### src/rtl/mcm_pkg.sv
// -----------------------------------------------------------------------------
// mcm_pkg
// Shared types and helpers for the sequenced multiple-constant multiplier.
//   state_e  : scheduler FSM states (IDLE, RUN, DONE)
//   CIW      : width of the constant index (selects C0, C1 or C2)
//   shw_for  : bit-index width needed to address CW constant bits
//   SHW      : bit-index width for the default CW of 8
// -----------------------------------------------------------------------------
package mcm_pkg;

  typedef enum logic [1:0] {
    IDLE = 2'd0,
    RUN  = 2'd1,
    DONE = 2'd2
  } state_e;

  localparam int CIW = 2;

  // A single-bit constant still needs a one-bit index register.
  function automatic int shw_for(input int cw);
    return (cw > 1) ? $clog2(cw) : 1;
  endfunction

  localparam int SHW = shw_for(8);

endpackage

### src/rtl/mcm_shift_add.sv
// -----------------------------------------------------------------------------
// mcm_shift_add
// The single shared shift-add datapath: acc_o = acc_i + (x_i << sh_i), mod 2^W.
// Ports:
//   acc_i [W-1:0]  running accumulator of the constant being scanned
//   x_i   [W-1:0]  captured multiplicand
//   sh_i  [SW-1:0] bit position of the current constant bit
//   acc_o [W-1:0]  updated accumulator (bits shifted past W-1 are dropped)
// -----------------------------------------------------------------------------
module mcm_shift_add
  import mcm_pkg::*;
#(
  parameter int W  = 32,
  parameter int SW = SHW
) (
  input  logic [W-1:0]  acc_i,
  input  logic [W-1:0]  x_i,
  input  logic [SW-1:0] sh_i,
  output logic [W-1:0]  acc_o
);

  // The shift is evaluated at width W, so overflow bits fall off naturally.
  assign acc_o = acc_i + (x_i << sh_i);

endmodule

### src/rtl/mcm_seq_ctrl.sv
// -----------------------------------------------------------------------------
// mcm_seq_ctrl
// Sequenced multiple-constant multiplier: y = C0*x, z = C1*x, w = C2*x
// (all mod 2^W) using one shared shift-add unit, one partial product per cycle.
// Constants are scanned LSB-first, in order C0, C1, C2.
//
// Configuration macro:
//   MCM_SKIP_ZERO_EN  defined   : RUN visits only set constant bits
//                     undefined : fixed full scan of 3*CW RUN cycles
//
// Ports:
//   clk        clock
//   rst        synchronous active-high reset (aborts any transaction)
//   in_valid   x is valid          in_ready   block can accept x (IDLE only)
//   x [W-1:0]  multiplicand, sampled only on the accept edge
//   out_valid  y/z/w are valid     out_ready  consumer accepts results
//   y/z/w      C0*x, C1*x, C2*x mod 2^W
//   busy       FSM is not in IDLE
// -----------------------------------------------------------------------------
module mcm_seq_ctrl
  import mcm_pkg::*;
#(
  parameter int W  = 32,
  parameter int CW = 8,
  parameter int C0 = 9,
  parameter int C1 = 23,
  parameter int C2 = 81
) (
  input  logic         clk,
  input  logic         rst,
  input  logic         in_valid,
  output logic         in_ready,
  input  logic [W-1:0] x,
  output logic         out_valid,
  input  logic         out_ready,
  output logic [W-1:0] y,
  output logic [W-1:0] z,
  output logic [W-1:0] w,
  output logic         busy
);

  localparam int SW = shw_for(CW);

  localparam logic [CW-1:0] K0 = CW'(C0);
  localparam logic [CW-1:0] K1 = CW'(C1);
  localparam logic [CW-1:0] K2 = CW'(C2);

  // ---------------------------------------------------------------------------
  // State
  // ---------------------------------------------------------------------------
  state_e          state_q,     state_d;
  logic [W-1:0]    xr_q,        xr_d;
  logic [CIW-1:0]  ci_q,        ci_d;
  logic [SW-1:0]   bi_q,        bi_d;
  logic [W-1:0]    y_q,         y_d;
  logic [W-1:0]    z_q,         z_d;
  logic [W-1:0]    w_q,         w_d;
  logic            out_valid_q, out_valid_d;
  logic            in_ready_q,  in_ready_d;
  logic            busy_q,      busy_d;

  // ---------------------------------------------------------------------------
  // Shared datapath: select the accumulator and constant addressed by ci.
  // ---------------------------------------------------------------------------
  logic [W-1:0]  acc_sel;
  logic [W-1:0]  acc_sum;
  logic [CW-1:0] c_sel;
  logic          bit_set;

  always_comb begin
    case (ci_q)
      2'd0:    begin acc_sel = y_q; c_sel = K0; end
      2'd1:    begin acc_sel = z_q; c_sel = K1; end
      default: begin acc_sel = w_q; c_sel = K2; end
    endcase
  end

  assign bit_set = c_sel[bi_q];

  mcm_shift_add #(
    .W  (W),
    .SW (SW)
  ) u_shift_add (
    .acc_i (acc_sel),
    .x_i   (xr_q),
    .sh_i  (bi_q),
    .acc_o (acc_sum)
  );

`ifdef MCM_SKIP_ZERO_EN
  // All three constants viewed as one flat bit string: position ci*CW + bi.
  localparam logic [3*CW-1:0] KALL = {K2, K1, K0};

  // Priority encoder: lowest set bit of the flat constant string at or above
  // 'from', or -1 when nothing remains. Crossing into a higher constant skips
  // zero constants entirely.
  function automatic int next_set(input int from);
    int r;
    r = -1;
    for (int p = 3*CW-1; p >= 0; p--) begin
      if (p >= from && KALL[p]) r = p;
    end
    return r;
  endfunction
`endif

  // ---------------------------------------------------------------------------
  // Next-state logic
  // ---------------------------------------------------------------------------
  always_comb begin
`ifdef MCM_SKIP_ZERO_EN
    int nxt;
    nxt = -1;
`endif
    // NOTE: every signal gets a hold default first so no path leaves a latch.
    state_d = state_q;
    xr_d    = xr_q;
    ci_d    = ci_q;
    bi_d    = bi_q;
    y_d     = y_q;
    z_d     = z_q;
    w_d     = w_q;

    case (state_q)
      IDLE: begin
        if (in_valid) begin
          xr_d    = x;
          y_d     = '0;
          z_d     = '0;
          w_d     = '0;
          ci_d    = '0;
          bi_d    = '0;
          state_d = RUN;
`ifdef MCM_SKIP_ZERO_EN
          nxt = next_set(0);
          if (nxt < 0) begin
            state_d = DONE;
          end else begin
            ci_d = CIW'(nxt / CW);
            bi_d = SW'(nxt % CW);
          end
`endif
        end
      end

      RUN: begin
        if (bit_set) begin
          case (ci_q)
            2'd0:    y_d = acc_sum;
            2'd1:    z_d = acc_sum;
            default: w_d = acc_sum;
          endcase
        end
`ifdef MCM_SKIP_ZERO_EN
        nxt = next_set(int'(ci_q) * CW + int'(bi_q) + 1);
        if (nxt < 0) begin
          state_d = DONE;
          ci_d    = '0;
          bi_d    = '0;
        end else begin
          ci_d = CIW'(nxt / CW);
          bi_d = SW'(nxt % CW);
        end
`else
        if (bi_q == SW'(CW-1)) begin
          bi_d = '0;
          if (ci_q == CIW'(2)) begin
            state_d = DONE;
            ci_d    = '0;
          end else begin
            ci_d = ci_q + CIW'(1);
          end
        end else begin
          bi_d = bi_q + SW'(1);
        end
`endif
      end

      DONE: begin
        if (out_valid_q && out_ready) state_d = IDLE;
      end

      default: state_d = IDLE;
    endcase
  end

  // Registered handshake outputs. out_valid rises one cycle after DONE is
  // entered and clears on the same edge that takes the FSM back to IDLE.
  always_comb begin
    out_valid_d = (state_q == DONE) && !(out_valid_q && out_ready);
    in_ready_d  = (state_d == IDLE);
    busy_d      = (state_d != IDLE);
  end

  // ---------------------------------------------------------------------------
  // Registers
  // ---------------------------------------------------------------------------
  // NOTE: sequential state uses non-blocking assignments only, so every flop
  // samples the pre-edge values computed above regardless of statement order.
  always_ff @(posedge clk) begin
    if (rst) begin
      // NOTE: the accumulators drive y/z/w directly and must read zero after
      // reset, so they are reset along with the control state.
      state_q     <= IDLE;
      xr_q        <= '0;
      ci_q        <= '0;
      bi_q        <= '0;
      y_q         <= '0;
      z_q         <= '0;
      w_q         <= '0;
      out_valid_q <= 1'b0;
      in_ready_q  <= 1'b1;
      busy_q      <= 1'b0;
    end else begin
      state_q     <= state_d;
      xr_q        <= xr_d;
      ci_q        <= ci_d;
      bi_q        <= bi_d;
      y_q         <= y_d;
      z_q         <= z_d;
      w_q         <= w_d;
      out_valid_q <= out_valid_d;
      in_ready_q  <= in_ready_d;
      busy_q      <= busy_d;
    end
  end

  assign y         = y_q;
  assign z         = z_q;
  assign w         = w_q;
  assign out_valid = out_valid_q;
  assign in_ready  = in_ready_q;
  assign busy      = busy_q;

endmodule

### config.mk
export PLATFORM = sky130hd
export DESIGN_NAME = mcm_seq_ctrl
export DESIGN_NICKNAME = d
export VERILOG_FILES = /design/src/rtl/mcm_pkg.sv /design/src/rtl/mcm_shift_add.sv /design/src/rtl/mcm_seq_ctrl.sv
export SDC_FILE = /design/constraint.sdc
export NUM_CORES = 1
export LEC_CHECK = 0
export CORE_AREA = 2 2 104 156
export DETAILED_ROUTE_END_ITERATION = 16
export DIE_AREA = 0 0 106 158
export PLACE_DENSITY_LB_ADDON = 0.05
export SYNTH_ARGS = -nofsm -noshare
export SYNTH_HDL_FRONTEND = slang
export SYNTH_HIERARCHICAL = 1
export SYNTH_SLANG_ARGS = --single-unit
### constraint.sdc
create_clock -name clk -period 5.9 [get_ports clk]
set_input_delay 1.18 -clock clk [delete_from_list [all_inputs] [get_ports clk]]
set_output_delay 1.18 -clock clk [all_outputs]
set_load 0.05 [all_outputs]
* After elaboration in Yosys (flattened, before gate mapping)
Index checks and enable logic that the tools add are counted. W data, S select, Z words.
Operators by class: $add $sub $neg 3, equal/unequal tests 11, shifts and indexed selects 1, magnitude comparators 1, reductions and logical operators 15, multiplexer cells 26
Operators by type and width (number):
- $pmux W32 S2 | 4
- $mux W32 | 7
- $add A32 B32 Y32 | 1
- $shl A32 B3 Y32 | 1
- $mux W2 | 7
- $pmux W7 S2 | 1
- $reduce_and A4 Y1 | 3
- $ne A2 B2 Y1 const B | 4
- $logic_not A2 Y1 | 3
- $mux W3 | 2
- $pmux W2 S3 | 1
- $pmux W3 S2 | 1
- $eq A2 B1 Y1 const B | 2
- $eq A2 B2 Y1 const B | 2
- $lt A3 B4 Y1 const B | 1
- $ne A2 B1 Y1 const B | 2
- $pmux W2 S2 | 1
- $reduce_and A2 Y1 | 2
- $reduce_bool A2 Y1 | 2
- $add A3 B1 Y3 const B | 1
- $bmux W1 S3 | 1
- $eq A3 B3 Y1 const B | 1
- $reduce_and A3 Y1 | 1
- $add A2 B1 Y2 const B | 1
- other kinds (4) | 5
Word-level totals: register bits after elaboration 138

* Logic depth before layout (Yosys ltp)
Gate-level depths: netlist of the first run.
depth in word-level cells 6, mapped depth 18

* By module
Netlist of the first run, hierarchy kept.
By module, submodules not included:
- mcm_seq_ctrl | sequential area each 2762.6 um2, area an instance 5977.0 um2, cells each 687, times used 1
- mcm_shift_add | sequential area each 0.0 um2, area an instance 3071.7 um2, cells each 411, times used 1

* Worst setup path after synthesis of the first run
No wires, ideal clock.
path type register to register, start register bi_q[1], end register w_q[25] (netlist: w[25]), path slack 1.941 ns, stages on the path, launching flop included 16, data required time 5.830 ns, arrival 3.889 ns, path through dfxtp_1 -> buf_2 -> buf_1 -> mux2_2 -> mux4_2 -> ha_1 -> clkbuf_8 -> nand3_1 -> or2_2 -> a2bb2oi_1 -> o221ai_1 -> o21bai_1 -> and4b_1 -> a311oi_1 -> nand4b_1 -> a21oi_1
Between the ends: word-level cells in the longest chain between the ends 5, elaborated cells on any way between the ends 9
Ends and longest elaborated chain:
- start: declaration | line mcm_seq_ctrl.sv:54 | logic [SW-1:0] bi_q, bi_d;
- start signal: assignment | line mcm_seq_ctrl.sv:218 | bi_q <= bi_d;
- $shl A32 B3 Y32 | line mcm_shift_add.sv:23 | assign acc_o = acc_i + (x_i << sh_i);
- $add A32 B32 Y32 | line mcm_shift_add.sv:23
- via acc_sum[25] | line mcm_seq_ctrl.sv:66 | logic [W-1:0] acc_sum;
- $mux W32 | line mcm_seq_ctrl.sv:148 | case (ci_q)
- $mux W32 | line mcm_seq_ctrl.sv:147 | if (bit_set) begin
- $pmux W32 S2 | line mcm_seq_ctrl.sv:124 | case (state_q)
- end signal: assignment | line mcm_seq_ctrl.sv:221 | w_q <= w_d;
- end: declaration | line mcm_seq_ctrl.sv:57 | logic [W-1:0] w_q, w_d;
The timed path passes the listed nets, and every way through them passes these cells. The select of a mux whose other input is x is not followed. A chain may end at the register's enable or synchronous reset.

* Final worst setup path of the first run
start register bi_q[1], end register y_q[30] (netlist: y[30])
Between the ends: word-level cells in the longest chain between the ends 5, elaborated cells on any way between the ends 9
Ends and longest elaborated chain:
- $shl A32 B3 Y32 | line mcm_shift_add.sv:23
- $add A32 B32 Y32 | line mcm_shift_add.sv:23
- via acc_sum[30] | line mcm_seq_ctrl.sv:66
- $mux W32 | line mcm_seq_ctrl.sv:148
- $mux W32 | line mcm_seq_ctrl.sv:147
- $pmux W32 S2 | line mcm_seq_ctrl.sv:124
- end signal: assignment | line mcm_seq_ctrl.sv:219 | y_q <= y_d;
- end: declaration | line mcm_seq_ctrl.sv:55 | logic [W-1:0] y_q, y_d;
The timed path passes the listed nets, and every way through them passes these cells. The select of a mux whose other input is x is not followed.

==> impl_metrics.toml, run 1 <==
[sta]
setup_viol = 0
holdWs_ps = 459
rsz0062_at_grt = "no"
fin_crit_sh = 0.763
maxSlewViolCount = 0
fin_setup_tns_ps = 0
hold_viol_final = 0
clock_skew_ps = 7.95
maxSlewHeadroom = 0.224
fin_crit_ps = 4500
worst_slew_pin_slew_ps = 1160
fmax_ghz = 0.222

[route]
routed_via_density = 6.44
wire_per_inst_microns = 20.3
wl_microns = 28100
drtIter0Drc = 525
postRouteAntennaNets = 0
num_vias = 8901
drt_first_pass_iters = 5
drc = 0

[layout]
regArea_sq_mm = 0.00277
num-nets-final = 1238
fin_util = 0.705
drive_gt1_frac = 0.0941
design_area_sq_mm = 0.0109
final_cell_mix = "144 x nand2_1, 138 x a21oi_1, 133 x clkdlybuf4s50_1"
multiInputGateArea_sq_mm = 0.00575
final_common_cell = "nand2_1"
layout.cells.non_filler = 1383
antenna_cells = 0
area_growth_pct = 20.7
nFillCells = 1280

[floorplan]
die_w_microns = 106
start_util = 0.584
dieArea_sq_mm = 0.0167
rows = 56
die_h_microns = 158
ios = 135
core_area_sq_mm = 0.0155

[setup_path]
cp.required_ps = 6260
slowest_delay_ps = 640
cp.arrival_ps = 4860
cp-start-kind = "register"
end_kind = "register"
cp_max_fo = 23
crit_path_top_delay_cell = "dfxtp_2"
worst-setup-path-type = "register to register"
path_cells = "buf_4, mux2i_1, o21ai_0, nand2_1, o21ai_0, ha_1, nand3_1, nor4_1, a211oi_1, a21oi_1, o31a_1, nor4_1, a211oi_1, nand4b_1, a21oi_1"

[synth]
synthMuxAreaShare = 0.117
yosys_most_used_dff = "dfxtp_1"
synth_xor_area_frac = 0.0261
synth_top_family_by_area = "compound AO/OA/AOI/OAI gates"
ys_ff_latch = 138
netlist_instances = 1098
syn_avg_cell_area_sq_um = 8.24
synthesis.area_sq_mm = 0.00905
synth-simple-area-share = 0.191
yosysSeqAreaShare = 0.305
yosysWarnings = 6
synth_edf_count = 0
synthesis.nets = 1168
ys_async_sr_fraction = 0
synthAdderAreaFrac = 0.0478
synth.distinct_cells = 75
synth-compound-area-share = 0.249

[clock_network]
cts_tree = "done"
h-tree-depth = 4
clk_latency_ps = 440
clock_path_buffers = 2
ctsHoldBuffers = 0
post-cts-setup-buffers = 0
cts.repair.resized = 0
cts.sinks = 138
root_buffer = "clkbuf_16"
cts_made_buffers = 17
cts.clk_slew.worst_paths_ps = 60

[pwr]
p_leak_nw = 3.91
vdd_ir_drop_max_mv = 0.213
power_density_mw_per_mm2 = 228

[grt]
antenna_found_initial = 0
grt_pass1_vias = 8508
grt_max_degree = 136
grt_overflow_total = 0
grt_pass1_wl_microns = 44500
track_usage = 0.337

[placement]
dp_cells = 1352
dpl.hpwl_microns = 19800
dpl_cell_area_sq_mm = 0.0103
place_congestion = 0.991
port_buffers = 134

[outcome]
status = "complete, no violations"

[hold_path]
hold_path.class = "register to register"

[job]
maxCapViolCount = 0
-- layout make-up --
cell class | count | area share
clock buffers | 21 | 0.0422
clock inverters | 10 | 0.0132
well taps | 203 | 0.0233
multi-input cells | 842 | 0.527
flip-flops and latches | 138 | 0.254
repair buffers | 152 | 0.135
inverters | 17 | 0.00584
-- final timing paths --
path                            depth (start not counted)               endpoint             startpoint  slack (ps)
worst max-delay path                                   15     y[30]$_SDFFE_PP0P_   bi_q[1]$_SDFFE_PP0P_        1400
worst min-delay path                                    2  xr_q[31]$_SDFFE_PP0P_  xr_q[31]$_SDFFE_PP0P_         460
worst max register to register                         15     y[30]$_SDFFE_PP0P_   bi_q[1]$_SDFFE_PP0P_        1400
worst min register to register                          2  xr_q[31]$_SDFFE_PP0P_  xr_q[31]$_SDFFE_PP0P_         460
-- cells in the mapped netlist, drive strengths merged (4+ instances only) --
| cell | n | share of area |
|---|---|---|
| o21ai | 125 | 0.070 |
| a22oi | 4 | 0.0033 |
| o21bai | 10 | 0.0083 |
| nand3 | 14 | 0.0077 |
| nor3 | 11 | 0.0061 |
| a211oi | 7 | 0.0058 |
| nand4b | 64 | 0.062 |
| dfxtp | 138 | 0.31 |
| a21o | 16 | 0.013 |
| o211ai | 5 | 0.0041 |
| clkbuf | 66 | 0.031 |
| xor2 | 9 | 0.0087 |
| nand4 | 8 | 0.0055 |
| buf | 34 | 0.024 |
| mux4 | 15 | 0.037 |
| mux2 | 22 | 0.027 |
| nand2 | 144 | 0.060 |
| nor2 | 39 | 0.016 |
| ha | 33 | 0.046 |
| a21oi | 139 | 0.077 |
| a22o | 33 | 0.032 |
| nor2b | 8 | 0.0055 |
| inv | 17 | 0.0071 |
| mux2i | 47 | 0.052 |
| nand3b | 4 | 0.0033 |
| xnor2 | 18 | 0.017 |
| nand2b | 9 | 0.0062 |
-- critical path, delay by kind of cell, from the launching register on --
kind	cells	cell delay, ps
adder cells (fa/ha/maj)	1	430
flip-flops	1	640
buffers and inverters	1	380
AND/OR/NAND/NOR	5	1010
AO/OA/AOI/OAI	7	1660
multiplexers	1	290
-- power by group --
part           internal [mW]  leakage, nW  switching, mW
registers              0.956         1.12         0.0350
logic                  0.143         2.50          0.247
clock network          0.685        0.285          0.423
total                   1.78         3.91          0.705
-- sequential cells by signal, summed over array words and instances (netlist names) --
name / count
bi_q: 3
busy: 1
ci_q: 2
in_ready: 1
out_valid: 1
state_q: 2
w: 32
xr_q: 32
y: 32
z: 32
-- metrics by stage --
step / power [mW] / setup slack (ps)
global placement: 1.39 / 1620
CTS: 2.48 / 1450
detailed placement: 1.39 / 1560
global route: 2.56 / 1050
floorplan: 1.28 / 1940
finish: 2.49 / 1400
-- routing by layer --
metal  vias to the layer above  wire length, microns  GRT usage
met5                         -                     0          0
met4                         0                  1060      0.162
met3                        80                  1570     0.0482
met2                       362                 14200      0.600
met1                      4265                 11200      0.397
li1                       4194                     -          -
-- cell families (layout without fill, tap and decap cells) --
family,Yosys count,count (layout)
AO/OA/AOI/OAI,375,375
AND/OR/NAND/NOR,322,322
flip-flops,138,138
buffers and inverters,118,200
multiplexers,84,84
adder cells (fa/ha/maj),34,34
XOR/XNOR,27,27
Power figures use the tool's default switching activity.
==> inputs of run 2 (changes only) <==
CORE_AREA = 2 2 108 163   (was 2 2 104 156)
DIE_AREA = 0 0 110 165   (was 0 0 106 158)
clock period = 4.3 ns   (was 5.9 ns; I/O delays follow)
==> run 2 against run 1 <==
  * Non-clock buffer count up 9
  * Critical path depth down 2
  * Die area up 8.4%
  * Clock-buffer cell count down 1
  * Sequential power up 36%
  * Maximum frequency up 11%
  * Hold slack better by 9.0 ps
==> impl_metrics.toml, run 2 (synthesis gave the netlist of run 1 again) <==
[outcome]
status = "complete, no violations"

[layout]
multiInputGateArea_sq_mm = 0.00575
num-nets-final = 1247
final_common_cell = "nand2_1"
drive_gt1_frac = 0.101
area_growth_pct = 21.6
nFillCells = 1464
antenna_cells = 0
final_cell_mix = "144 x nand2_1, 138 x a21oi_1, 133 x clkdlybuf4s50_1"
design_area_sq_mm = 0.0110
layout.cells.non_filler = 1398
regArea_sq_mm = 0.00278
fin_util = 0.662

[grt]
antenna_found_initial = 0
grt_pass1_vias = 8360
grt_overflow_total = 0
grt_max_degree = 137
grt_pass1_wl_microns = 45000
track_usage = 0.321

[clock_network]
root_buffer = "clkbuf_16"
cts.sinks = 138
post-cts-setup-buffers = 0
cts_tree = "done"
h-tree-depth = 4
ctsHoldBuffers = 0
cts_made_buffers = 17
cts.clk_slew.worst_paths_ps = 60
clk_latency_ps = 440
clock_path_buffers = 2

[setup_path]
worst_r2r_endpoint = "w[25]$_SDFFE_PP0P_"
worstReg2RegStart = "bi_q[1]$_SDFFE_PP0P_"
cp.arrival_ps = 4390
cp_num_buf_inv = 1
path_cells = "buf_4, mux2_2, mux4_2, ha_1, nand3_1, or2_2, a2bb2oi_1, o221ai_1, o21bai_1, and4b_1, a311oi_1, nand4b_1, a21oi_1"
crit_path_top_delay_cell = "mux4_2"
rrSetupSlack_ps = 260
r2r_cells = 13
end_kind = "register"
worst-setup-path-type = "register to register"
cp_max_fo = 16
cp-start-kind = "register"
slowest_delay_ps = 480
critPathTopFamily = "compound AO/OA/AOI/OAI gates"
cp.required_ps = 4660

[sta]
setup_ws_ps = 262
maxSlewViolCount = 0
setup_viol = 0
fmax_ghz = 0.248
clock_skew_ps = 10.9
rsz0062_at_grt = "no"
fin_setup_tns_ps = 0
fin_crit_sh = 0.939
holdWs_ps = 468
maxSlewHeadroom = 0.218
fin_crit_ps = 4040
hold_viol_final = 0
worst_slew_pin_slew_ps = 1170

[hold_path]
hp-start = "xr_q[28]$_SDFFE_PP0P_"
holdPathEnd = "xr_q[28]$_SDFFE_PP0P_"
hold_path_depth = 2
hold_path.class = "register to register"

[pwr]
vdd_ir_drop_max_mv = 0.341
p_leak_nw = 3.96
p_total_mw = 3.41
power_density_mw_per_mm2 = 310

[floorplan]
ios = 135
die_w_microns = 110
start_util = 0.544
core_area_sq_mm = 0.0166
dieArea_sq_mm = 0.0182
rows = 58
die_h_microns = 165

[route]
drt_first_pass_iters = 5
wl_microns = 28900
met2_length_microns = 14500
drtIter0Drc = 813
drc = 0
routed_via_density = 6.31
routed.top_layer = "met4"
num_vias = 8828
wire_per_inst_microns = 20.7
wl_met3_microns = 1600
met1_length_microns = 11600
postRouteAntennaNets = 0

[placement]
dpl.hpwl_microns = 20100
dp_cells = 1368
dpl_cell_area_sq_mm = 0.0104
place_congestion = 0.990
port_buffers = 134
pre_cts_slack_ps = 353

[job]
maxCapViolCount = 0
## run 2: how the worst max path moves through the flow
stage                               startpoint            endpoint  slack [ps]  cells after the start
final                     bi_q[1]$_SDFFE_PP0P_  w[25]$_SDFFE_PP0P_         260                     13
after global routing      bi_q[0]$_SDFFE_PP0P_  w[25]$_SDFFE_PP0P_          20                     15
after CTS                 ci_q[0]$_SDFFE_PP0P_  y[16]$_SDFFE_PP0P_         290                     13
after detailed placement  bi_q[1]$_SDFFE_PP0P_  y[31]$_SDFFE_PP0P_         350                     13
after global placement    bi_q[1]$_SDFFE_PP0P_  w[16]$_SDFFE_PP0P_         370                     13
after floorplan           bi_q[1]$_SDFFE_PP0P_  w[25]$_SDFFE_PP0P_         340                     15
## run 2: report_power, final
part | internal [mW] | total (mW) | switching, mW | leakage (nW)
Combinational | 0.204 | 0.563 | 0.359 | 2.55
Clock | 0.923 | 1.50 | 0.581 | 0.283
Sequential | 1.31 | 1.35 | 0.0365 | 1.12
## run 2: routing by layer
metal / global-route usage / up-vias
met5: 0 / -
met4: 0.152 / 0
met3: 0.0446 / 70
met2: 0.552 / 365
met1: 0.389 / 4201
li1: - / 4192
## run 2: timing repair
item / CTS / global route
gates resized for setup: 0 / 2
endpoints found under the hold margin: 0 / 0
setup endpoints to repair: 0 / 5
## run 2: layout make-up
type,instances,area share
Clock inverter,10,0.0132
Multi-Input combinational cell,842,0.523
Clock buffer,20,0.0406
Inverter,17,0.00580
Timing Repair Buffer,161,0.141
Tap cell,210,0.0239
Sequential cell,138,0.252
## run 2: worst register-to-register path: cells and delay by family, from the launching register on
kind,cells,cell delay (ps)
muxes,2,890
AOI/OAI and AO/OA,5,1150
buffers and inverters,1,240
and+or+nand+nor,4,890
DFF,1,330
adders and majority gates,1,460
